### config.mk
export PLATFORM = sky130hd
export DESIGN_NAME = hilo_muldiv_ctrl
export DESIGN_NICKNAME = d
export VERILOG_FILES = /design/src/rtl/muldiv_pkg.sv /design/src/rtl/muldiv_iter_core.sv /design/src/rtl/hilo_muldiv_ctrl.sv
export SDC_FILE = /design/constraint.sdc
export NUM_CORES = 1
export LEC_CHECK = 0
export CAP_MARGIN = 20
export CORE_MARGIN = 3
export CORE_UTILIZATION = 58
export DETAILED_ROUTE_END_ITERATION = 10
export PLACE_DENSITY = 0.8
export SYNTH_ARGS = -nofsm -noshare
export SYNTH_HDL_FRONTEND = slang
export SYNTH_SLANG_ARGS = --single-unit
### constraint.sdc
create_clock -name Clk -period 7.68 [get_ports Clk]
set_input_delay 0.768 -clock Clk [delete_from_list [all_inputs] [get_ports Clk]]
set_output_delay 0.768 -clock Clk [all_outputs]
set_load 0.005 [all_outputs]
### src/rtl/muldiv_pkg.sv
// Shared encodings and helpers for the HI/LO multiply/divide controller.
// MULDIV_MADD_EN (optional) enables MADD/MSUB in hilo_muldiv_ctrl.
package muldiv_pkg;

    localparam int unsigned XLEN = 32;

    localparam logic [5:0] ITER_COUNT = 6'd32;
    localparam logic [4:0] LAST_ITER  = 5'(ITER_COUNT - 6'd1);

    localparam logic [2:0] OP_MULT  = 3'b000;
    localparam logic [2:0] OP_MULTU = 3'b001;
    localparam logic [2:0] OP_DIV   = 3'b010;
    localparam logic [2:0] OP_DIVU  = 3'b011;
    localparam logic [2:0] OP_MTHI  = 3'b100;
    localparam logic [2:0] OP_MTLO  = 3'b101;
    localparam logic [2:0] OP_MADD  = 3'b110;
    localparam logic [2:0] OP_MSUB  = 3'b111;

    localparam logic [1:0] ST_IDLE = 2'd0;
    localparam logic [1:0] ST_MUL  = 2'd1;
    localparam logic [1:0] ST_DIV  = 2'd2;
    localparam logic [1:0] ST_FIX  = 2'd3;

    function automatic logic isSignedOp(input logic [2:0] op);
        case (op)
            OP_MULT, OP_DIV, OP_MADD, OP_MSUB: return 1'b1;
            default:                           return 1'b0;
        endcase
    endfunction

    // Magnitude of a two's-complement value; 32'h80000000 maps to itself as unsigned.
    function automatic logic [31:0] absVal(input logic [31:0] v, input logic isSigned);
        if (isSigned && v[31]) begin
            return ~v + 32'd1;
        end else begin
            return v;
        end
    endfunction

endpackage

### src/rtl/muldiv_iter_core.sv
// One radix-2 step: shift-add multiply or restoring shift-subtract divide,
// operating on the {accHi, accLo} working pair.
module muldiv_iter_core
    import muldiv_pkg::*;
(
    input  logic            isDiv,
    input  logic [XLEN-1:0] accHi,
    input  logic [XLEN-1:0] accLo,
    input  logic [XLEN-1:0] operand,
    output logic [XLEN-1:0] nextHi,
    output logic [XLEN-1:0] nextLo
);

    logic [32:0] sum_s;
    logic [32:0] shifted_s;
    logic [33:0] diff_s;

    // For division accLo holds the dividend shifting out and the quotient shifting in.
    always_comb begin
        sum_s     = {1'b0, accHi} + (accLo[0] ? {1'b0, operand} : 33'd0);
        shifted_s = {accHi, accLo[31]};
        diff_s    = {1'b0, shifted_s} - {2'b00, operand};
        if (isDiv) begin
            if (!diff_s[33]) begin
                nextHi = diff_s[31:0];
                nextLo = {accLo[30:0], 1'b1};
            end else begin
                nextHi = shifted_s[31:0];
                nextLo = {accLo[30:0], 1'b0};
            end
        end else begin
            nextHi = sum_s[32:1];
            nextLo = {sum_s[0], accLo[31:1]};
        end
    end

endmodule

### src/rtl/hilo_muldiv_ctrl.sv
// HI/LO multiply/divide controller: FSM, sign fix-up and architectural HI/LO.
// Define MULDIV_MADD_EN to run MADD/MSUB; otherwise those opcodes are no-ops.
module hilo_muldiv_ctrl
    import muldiv_pkg::*;
(
    input  logic        Clk,
    input  logic        Reset,
    input  logic        Start,
    input  logic [2:0]  Op,
    input  logic [31:0] A,
    input  logic [31:0] B,
    input  logic        ReadHiLo,
    input  logic        Flush,
    output logic [31:0] HI,
    output logic [31:0] LO,
    output logic        Busy,
    output logic        Stall,
    output logic        Done,
    output logic        DivZero
);

    logic [1:0]  state_r,    stateNext_s;
    logic [4:0]  iterCnt_r,  cntNext_s;
    logic [2:0]  op_r,       opNext_s;
    logic        signA_r,    signANext_s;
    logic        signB_r,    signBNext_s;
    logic [31:0] operand_r,  operandNext_s;
    logic [31:0] aSave_r,    aSaveNext_s;
    logic [31:0] workHi_r,   workHiNext_s;
    logic [31:0] workLo_r,   workLoNext_s;
    logic [31:0] hi_r,       hiNext_s;
    logic [31:0] lo_r,       loNext_s;
    logic        done_r,     doneNext_s;
    logic        divZero_r,  divZeroNext_s;

    logic [31:0] magA_s, magB_s, stepHi_s, stepLo_s, quo_s, rem_s;
    logic [63:0] prod_s, fixHiLo_s;
    logic        isDivOp_s, fixDivZero_s;

    muldiv_iter_core uIterCore (
        .isDiv   (state_r == ST_DIV),
        .accHi   (workHi_r),
        .accLo   (workLo_r),
        .operand (operand_r),
        .nextHi  (stepHi_s),
        .nextLo  (stepLo_s)
    );

    // Sign fix-up of the raw magnitudes and selection of the value written to HI/LO.
    always_comb begin
        isDivOp_s = (op_r == OP_DIV) || (op_r == OP_DIVU);
        if (isSignedOp(op_r) && (signA_r ^ signB_r)) begin
            prod_s = ~{workHi_r, workLo_r} + 64'd1;
            quo_s  = ~workLo_r + 32'd1;
        end else begin
            prod_s = {workHi_r, workLo_r};
            quo_s  = workLo_r;
        end
        if (isSignedOp(op_r) && signA_r) begin
            rem_s = ~workHi_r + 32'd1;
        end else begin
            rem_s = workHi_r;
        end
        fixDivZero_s = isDivOp_s && (operand_r == 32'd0);
        case (op_r)
            OP_DIV, OP_DIVU: begin
                if (fixDivZero_s) begin
                    fixHiLo_s = {aSave_r, 32'hFFFF_FFFF};
                end else begin
                    fixHiLo_s = {rem_s, quo_s};
                end
            end
`ifdef MULDIV_MADD_EN
            OP_MADD: fixHiLo_s = {hi_r, lo_r} + prod_s;
            OP_MSUB: fixHiLo_s = {hi_r, lo_r} - prod_s;
`endif
            default: fixHiLo_s = prod_s;
        endcase
    end

    // Next-state logic: accept only from IDLE, Flush aborts any busy state.
    always_comb begin
        stateNext_s   = state_r;
        cntNext_s     = iterCnt_r;
        opNext_s      = op_r;
        signANext_s   = signA_r;
        signBNext_s   = signB_r;
        operandNext_s = operand_r;
        aSaveNext_s   = aSave_r;
        workHiNext_s  = workHi_r;
        workLoNext_s  = workLo_r;
        hiNext_s      = hi_r;
        loNext_s      = lo_r;
        doneNext_s    = 1'b0;
        divZeroNext_s = 1'b0;
        magA_s        = absVal(A, isSignedOp(Op));
        magB_s        = absVal(B, isSignedOp(Op));
        case (state_r)
            ST_IDLE: begin
                if (Start && !Flush) begin
                    opNext_s    = Op;
                    signANext_s = A[31];
                    signBNext_s = B[31];
                    aSaveNext_s = A;
                    cntNext_s   = 5'd0;
                    case (Op)
                        OP_MULT, OP_MULTU: begin
                            stateNext_s   = ST_MUL;
                            workHiNext_s  = 32'd0;
                            workLoNext_s  = magB_s;
                            operandNext_s = magA_s;
                        end
`ifdef MULDIV_MADD_EN
                        OP_MADD, OP_MSUB: begin
                            stateNext_s   = ST_MUL;
                            workHiNext_s  = 32'd0;
                            workLoNext_s  = magB_s;
                            operandNext_s = magA_s;
                        end
`endif
                        OP_DIV, OP_DIVU: begin
                            stateNext_s   = ST_DIV;
                            workHiNext_s  = 32'd0;
                            workLoNext_s  = magA_s;
                            operandNext_s = magB_s;
                        end
                        OP_MTHI: hiNext_s = A;
                        OP_MTLO: loNext_s = A;
                        default: stateNext_s = ST_IDLE;
                    endcase
                end else begin
                    stateNext_s = ST_IDLE;
                end
            end
            ST_MUL, ST_DIV: begin
                if (Flush) begin
                    stateNext_s = ST_IDLE;
                    cntNext_s   = 5'd0;
                end else begin
                    workHiNext_s = stepHi_s;
                    workLoNext_s = stepLo_s;
                    cntNext_s    = iterCnt_r + 5'd1;
                    if (iterCnt_r == LAST_ITER) begin
                        stateNext_s = ST_FIX;
                    end else begin
                        stateNext_s = state_r;
                    end
                end
            end
            ST_FIX: begin
                stateNext_s = ST_IDLE;
                cntNext_s   = 5'd0;
                if (!Flush) begin
                    hiNext_s      = fixHiLo_s[63:32];
                    loNext_s      = fixHiLo_s[31:0];
                    doneNext_s    = 1'b1;
                    divZeroNext_s = fixDivZero_s;
                end else begin
                    doneNext_s = 1'b0;
                end
            end
            default: begin
                stateNext_s = ST_IDLE;
                cntNext_s   = 5'd0;
            end
        endcase
    end

    // State and datapath registers, cleared asynchronously by Reset.
    always_ff @(posedge Clk or negedge Reset) begin
        if (!Reset) begin
            state_r   <= ST_IDLE;
            iterCnt_r <= 5'd0;
            op_r      <= 3'd0;
            signA_r   <= 1'b0;
            signB_r   <= 1'b0;
            operand_r <= 32'd0;
            aSave_r   <= 32'd0;
            workHi_r  <= 32'd0;
            workLo_r  <= 32'd0;
            hi_r      <= 32'd0;
            lo_r      <= 32'd0;
            done_r    <= 1'b0;
            divZero_r <= 1'b0;
        end else begin
            state_r   <= stateNext_s;
            iterCnt_r <= cntNext_s;
            op_r      <= opNext_s;
            signA_r   <= signANext_s;
            signB_r   <= signBNext_s;
            operand_r <= operandNext_s;
            aSave_r   <= aSaveNext_s;
            workHi_r  <= workHiNext_s;
            workLo_r  <= workLoNext_s;
            hi_r      <= hiNext_s;
            lo_r      <= loNext_s;
            done_r    <= doneNext_s;
            divZero_r <= divZeroNext_s;
        end
    end

    assign HI      = hi_r;
    assign LO      = lo_r;
    assign Busy    = (state_r != ST_IDLE);
    assign Stall   = Busy & (Start | ReadHiLo);
    assign Done    = done_r;
    assign DivZero = divZero_r;

endmodule

# Word level (Yosys, flattened, before mapping)
# Index checks and enable logic that the tools add are counted.
# classes
reduce_logical,31
n_addsub,8
muxes,43
bitwise,8
n_eq_ne,24
# ops
operator,count
32-bit two-way mux,19
32-bit case mux with 2 select lines,6
64-bit two-way mux,3
32-bit by 1-bit adder with 32-bit output (second input constant),4
32-bit NOT,4
64-bit by 1-bit adder with 64-bit output (second input constant),1
64-bit NOT,1
33-bit by 32-bit subtractor with 34-bit output,1
32-bit by 33-bit adder with 33-bit output,1
32-bit zero test,1
3-bit == test (second input constant),6
4-bit AND reduction,4
5-bit case mux with 3 select lines,1
3-bit by 2-bit == test with 1-bit output (second input constant),4
2-bit case mux with 3 select lines,2
4-bit OR reduction,3
5-bit two-way mux,2
2-bit OR reduction,5
2-bit inequality test (second input constant),4
2-bit nonzero test,4
1-bit two-way mux,7
1-bit logical AND,6
3-bit zero test,2
2-bit two-way mux,3
other kinds (16),20
# word_totals
output_inout_bits,68
wordCells,127
in_bits,72
reg_bits,206

# Logic depth before layout (Yosys ltp)
# depth
word_depth,9
ltp_mapped,15

# By module
# From an unflattened synthesis, not the netlist that was laid out.
# hier_totals
cells_unflattened,2308
area_unflattened_um2,18009.8
# by_module_without_submodules
mod,seq_area_each_um2,n_inst,area_each_um2,cells_each
hilo_muldiv_ctrl,5129.9,1,13233.9,1607
muldiv_iter_core,0.0,1,4775.8,701

# Worst setup path after synthesis
# Ideal clock, no wire load.
# synth_timing
kind,reg-to-reg
start,register workLo_r[0]
end,register workHi_r[21]
path_buffers,1
stages_incl_launch_ff,15
period_less_slack_ns,3.376
slack_ns,4.304
required_ns,7.559
t_arrival_ns,3.255
setup_ns,0.121
cell_sequence,dfrtp_1 inv_1 clkbuf_1 nor2_1 ha_1 o211ai_1 a21oi_1 o41ai_1 o211ai_1 a211oi_1 o31ai_1 a31oi_1 xor2_1 mux2i_1 a22o_1
# synth_between
elab_chain_cells,5
# synth_lines
element,line,source
start: declaration,hilo_muldiv_ctrl.sv:30,"logic [31:0] workLo_r, workLoNext_s;"
start signal: assignment,hilo_muldiv_ctrl.sv:194,workLo_r <= workLoNext_s;
32-bit two-way mux,muldiv_iter_core.sv:20,"sum_s = {1'b0, accHi} + (accLo[0] ? {1'b0, operand} : 33'd0);"
32-bit by 33-bit adder with 33-bit output,muldiv_iter_core.sv:20,
32-bit two-way mux,muldiv_iter_core.sv:23,if (isDiv) begin
32-bit two-way mux,hilo_muldiv_ctrl.sv:136,if (Flush) begin
32-bit case mux with 2 select lines,hilo_muldiv_ctrl.sv:98,case (state_r)
end signal: assignment,hilo_muldiv_ctrl.sv:193,workHi_r <= workHiNext_s;
end: declaration,hilo_muldiv_ctrl.sv:29,"logic [31:0] workHi_r, workHiNext_s;"
# Every way passes these cells. The select of a mux whose other input is x is not followed.
# A chain may end at the register's enable or synchronous reset.

# Worst setup path in the final report
# layout_timing
start,register workHi_r[5]
end,register workHi_r[15]
# layout_between
elab_chain_cells,5
elab_cells_between_ends,6
cone_classes,add/sub: 2; mux: 4
# layout_lines
element,line,source
33-bit by 32-bit subtractor with 34-bit output,muldiv_iter_core.sv:22,"diff_s = {1'b0, shifted_s} - {2'b00, operand};"
32-bit two-way mux,muldiv_iter_core.sv:24,if (!diff_s[33]) begin
32-bit two-way mux (*),muldiv_iter_core.sv:23,
32-bit two-way mux (*),hilo_muldiv_ctrl.sv:136,
32-bit case mux with 2 select lines (*),hilo_muldiv_ctrl.sv:98,
# Every way passes the cells marked *; elsewhere a longest branch is shown, timed or not. The select of a mux whose other input is x is not followed.

==> flow_metrics.tcl <==
set metrics [dict create \
    outcome "complete, no violations" \
    root_buffer "sky130_fd_sc_hd__clkbuf_16" \
    max_clock_freq_ghz 0.2169 \
    worstSetupStartpointType "flop" \
    worst_clock_skew_ns 0.01328 \
    period_share_pct 60.03 \
    rsz_0062_raised_after_global_routing "false" \
    worstPathBufferInverterCount 1 \
    tritoncts "yes" \
    post_drt_wl_per_cell_um 24.08 \
    finalWirelength_um 62430 \
    antenna_found_initial 3 \
    path_cells "ha_1 -> nand2_1 -> o21bai_1 -> o211ai_1 -> a2111oi_0 -> o21ai_0 -> a21oi_1 -> nand3b_1 -> buf_4 -> mux2i_1 -> mux2i_1 -> a22o_1" \
    critical_path.most_common_cell "sky130_fd_sc_hd__mux2i_1" \
    number_of_hold_repair_buffers_added_at_the_cts_stage 0 \
    timing.rr.start "workHi_r[5]" \
    sum_of_net_half_perimeters_after_detailed_placement_um 45960 \
    yosys.cell_types.count 79 \
    r2r_setup_slack_ns 3.07 \
    avgSynthCellArea_um2 7.926 \
    r2r_cells 12 \
    setup_total_neg_slack_ns 0 \
    cp_data_required_time_ns 8.10 \
    grt_start_max_net_pins 79 \
    cts_max_path_buffers 3 \
    setup.worst_path.class "flop to flop" \
    syn_area_mm2 0.01699 \
    cts.repair.resized 0 \
    crit_path_top_delay_cell "sky130_fd_sc_hd__a2111oi_0" \
    post-cts-setup-buffer-count 0 \
    crit_fanout 23 \
    overall_die_width_um 177.1 \
    worst_path_largest_cell_delay_ns 0.91 \
    die_height_um 177.1 \
    drt_drc_violations_left 0 \
    register_bit_count_reported_by_yosys 205 \
    maxSlewHeadroom_pct 23.23 \
    post-place-cells 2547 \
    vias 17538 \
    final_number_of_setup_violating_endpoints 0 \
    yosysTopAreaCell "sky130_fd_sc_hd__dfrtp_1" \
    synthesis.nets 2291 \
    async_reset_ff_share_pct 100.0 \
    synthToLayoutAreaGrowth_pct 14.22 \
    timing.hold.worst.class "input pin to asynchronous set/reset pin" \
    critPathArrivalTime_ns 5.03 \
    clk_pin_slew_worst_paths_ns 0.06 \
    track_usage_pct 38.65 \
    cts_buffers 24 \
    firstDrtPassIters 6 \
    htree_levels 1 \
    power_per_cell_area_mw_per_mm2 279.9 \
    layout-drive-gt1-share_pct 7.431 \
    final_nets 2339 \
    max_slew.worst_pin.slew_ns 1.145 \
    synthesis.instances 2143 \
    synth.top_cell.area_share_pct 30.20 \
    io_buffers 139 \
    report.final.hold_viol_count 0 \
    holdWs_ns 0.2693 \
    slew_viol_final 0 \
    first_global_vias 16560 \
    synth.yosys.warnings 0 \
    period_minus_slack_ns 4.610 \
    core.rowCount 62 \
    start_util_pct 59.02 \
    power.leakage_nw 8.311 \
    cpLargestDelayFamily "compound AO/OA/AOI/OAI gates" \
    grt-ovfl-total 0 \
    yosysSeqAreaShare_pct 30.20 \
    clock_insertion_delay_worst_skew_ns 0.53 \
    ir_worst_vdd_mv 0.2145 \
    clkSinkCount 205 \
    detail-route-antenna-nets 0 \
    worst_r2r_endpoint "workHi_r[15]" \
    place.gp.congestion 1.030 \
    i_o_pins 140 \
    post_layout_nonfiller_instances 2593 \
    fp.coreArea_mm2 0.02878 \
    synthTopCellsByArea "sky130_fd_sc_hd__dfrtp_1 (30%), sky130_fd_sc_hd__o21ai_0 (6.6%), sky130_fd_sc_hd__a21oi_1 (5.5%)" \
    cap_viol_max_count 0 \
    post_drt_via_cell_ratio 6.764 \
    drtIter0Drc 1902 \
    postSynth.topFlopCell "sky130_fd_sc_hd__dfrtp_1" \
    die_area_mm2 0.03137 \
    cp-end-kind "flop" \
    number_of_enable_type_register_cells_in_the_synthesized_netlist 0 \
    grt_pass1_wl_um 94540 \
]
[where the power goes]
| part | switching, mW | leakage, nW | internal [mW] |
|---|---|---|---|
| Combinational | 1.45 | 5.32 | 1.05 |
| Sequential | 0.339 | 2.58 | 1.33 |
| Clock | 0.495 | 0.410 | 0.765 |
[how the worst max path moves through the flow]
stage,depth (start not counted),from,to,slack (ns)
after detailed placement,12,Op[2],HI[4],3.19
after floorplan,14,workLo_r[0],workHi_r[21],4.30
after CTS,12,workHi_r[5],workHi_r[15],3.25
after global routing,12,workHi_r[5],workHi_r[16],2.89
final,12,workHi_r[5],workHi_r[15],3.07
after global placement,12,Op[2],HI[4],3.19
[cell usage after synthesis (8+ instances only)]
cell and count:
sky130_fd_sc_hd__a211oi_1 48, sky130_fd_sc_hd__xnor2_1 96, sky130_fd_sc_hd__a21oi_1 186, sky130_fd_sc_hd__and3_1 11, sky130_fd_sc_hd__a31oi_1 25, sky130_fd_sc_hd__a21o_1 46
sky130_fd_sc_hd__and2_1 11, sky130_fd_sc_hd__xor2_1 83, sky130_fd_sc_hd__o221ai_1 9, sky130_fd_sc_hd__a311oi_1 8, sky130_fd_sc_hd__or3_1 12, sky130_fd_sc_hd__a22oi_1 16
sky130_fd_sc_hd__nand2_1 217, sky130_fd_sc_hd__o211ai_1 11, sky130_fd_sc_hd__nor3_1 38, sky130_fd_sc_hd__clkbuf_1 124, sky130_fd_sc_hd__ha_1 74, sky130_fd_sc_hd__or4_1 9
sky130_fd_sc_hd__o22ai_1 37, sky130_fd_sc_hd__o41ai_1 13, sky130_fd_sc_hd__mux2i_1 38, sky130_fd_sc_hd__buf_2 10, sky130_fd_sc_hd__o21ai_0 225, sky130_fd_sc_hd__o31ai_1 25
sky130_fd_sc_hd__mux2_2 60, sky130_fd_sc_hd__nor2_1 218, sky130_fd_sc_hd__nor2b_1 10, sky130_fd_sc_hd__o21a_1 9, sky130_fd_sc_hd__nand4_1 14, sky130_fd_sc_hd__nand3_1 25
sky130_fd_sc_hd__inv_1 72, sky130_fd_sc_hd__nor4_1 29, sky130_fd_sc_hd__nand2b_1 19, sky130_fd_sc_hd__dfrtp_1 205
[worst reg2reg max path: cells and delay by family (launching register included)]
family | cells | cell delay, ns
adders and majority gates | 1 | 0.45
muxes | 2 | 0.34
AOI/OAI and AO/OA | 6 | 1.90
and+or+nand+nor | 2 | 0.80
DFF | 1 | 0.52
buffers and inverters | 1 | 0.48
[logic make-up (layout without fill, tap and decap cells)]
| kind of cell | Yosys count | count (layout) | share of synthesized area [%] |
|---|---|---|---|
| AO/OA/AOI/OAI | 719 | 719 | 25.95 |
| AND/OR/NAND/NOR | 647 | 647 | 17.70 |
| buffers and inverters | 219 | 283 | 5.009 |
| flip-flops | 205 | 205 | 30.20 |
| XOR/XNOR | 179 | 179 | 9.230 |
| multiplexers | 98 | 98 | 6.217 |
| adder cells (fa/ha/maj) | 76 | 76 | 5.687 |
| other | 0 | 2 | 0 |
[state kept, by name (all words and copies together) (netlist names)]
name and count:
signB_r 1, state_r 2, workHi_r 32, workLo_r 32, signA_r 1, op_r 3, LO 32, DivZero 1
Done 1, HI 32, operand_r 32, aSave_r 31, iterCnt_r 5
[metal layers]
layer	part of all wire (%)	global-route usage, %	vias to the layer above
li1	-	-	7865
met1	38	48.90	8354
met2	46	61.97	1016
met3	9.3	6.628	301
met4	7.3	23.18	2
met5	0.024	0	-
[placed cells by master (no fill, tap or decap), types with 45 or more instances in the layout]
cell type / instances
sky130_fd_sc_hd__o21ai_0: 225
sky130_fd_sc_hd__nand2_1: 217
sky130_fd_sc_hd__nor2_1: 217
sky130_fd_sc_hd__dfrtp_1: 205
sky130_fd_sc_hd__a21oi_1: 186
sky130_fd_sc_hd__clkdlybuf4s50_1: 138
sky130_fd_sc_hd__xnor2_1: 96
sky130_fd_sc_hd__xor2_1: 83
sky130_fd_sc_hd__inv_1: 72
sky130_fd_sc_hd__ha_1: 71
sky130_fd_sc_hd__mux2_2: 60
sky130_fd_sc_hd__a211oi_1: 48
sky130_fd_sc_hd__a21o_1: 45
[per-stage QoR]
| step | utilization (%) | power [mW] | instance area, um^2 | setup slack, ns |
|---|---|---|---|---|
| floorplan | - | 3.259 | 16990 | 4.304 |
| global placement | 64.34 | 4.053 | 18520 | 3.192 |
| detailed placement | 64.34 | 4.102 | 18520 | 3.185 |
| CTS | 67.28 | 5.361 | 19360 | 3.250 |
| global route | 67.39 | 5.711 | 19390 | 2.894 |
| finish | 67.41 | 5.431 | 19400 | 3.070 |
[area by class of cell]
| class | count | area [um^2] |
|---|---|---|
| fill | 2377 | 9380 |
| multi-input combinational | 1719 | 11040 |
| timing repair buffer | 167 | 1622 |
| antenna | 2 | 5.005 |
| clock buffer | 33 | 695.7 |
| tap | 384 | 480.5 |
| inverter | 74 | 277.8 |
| sequential | 205 | 5130 |
| clock inverter | 9 | 150.1 |
No activity file was read; power rests on OpenSTA's default activity.
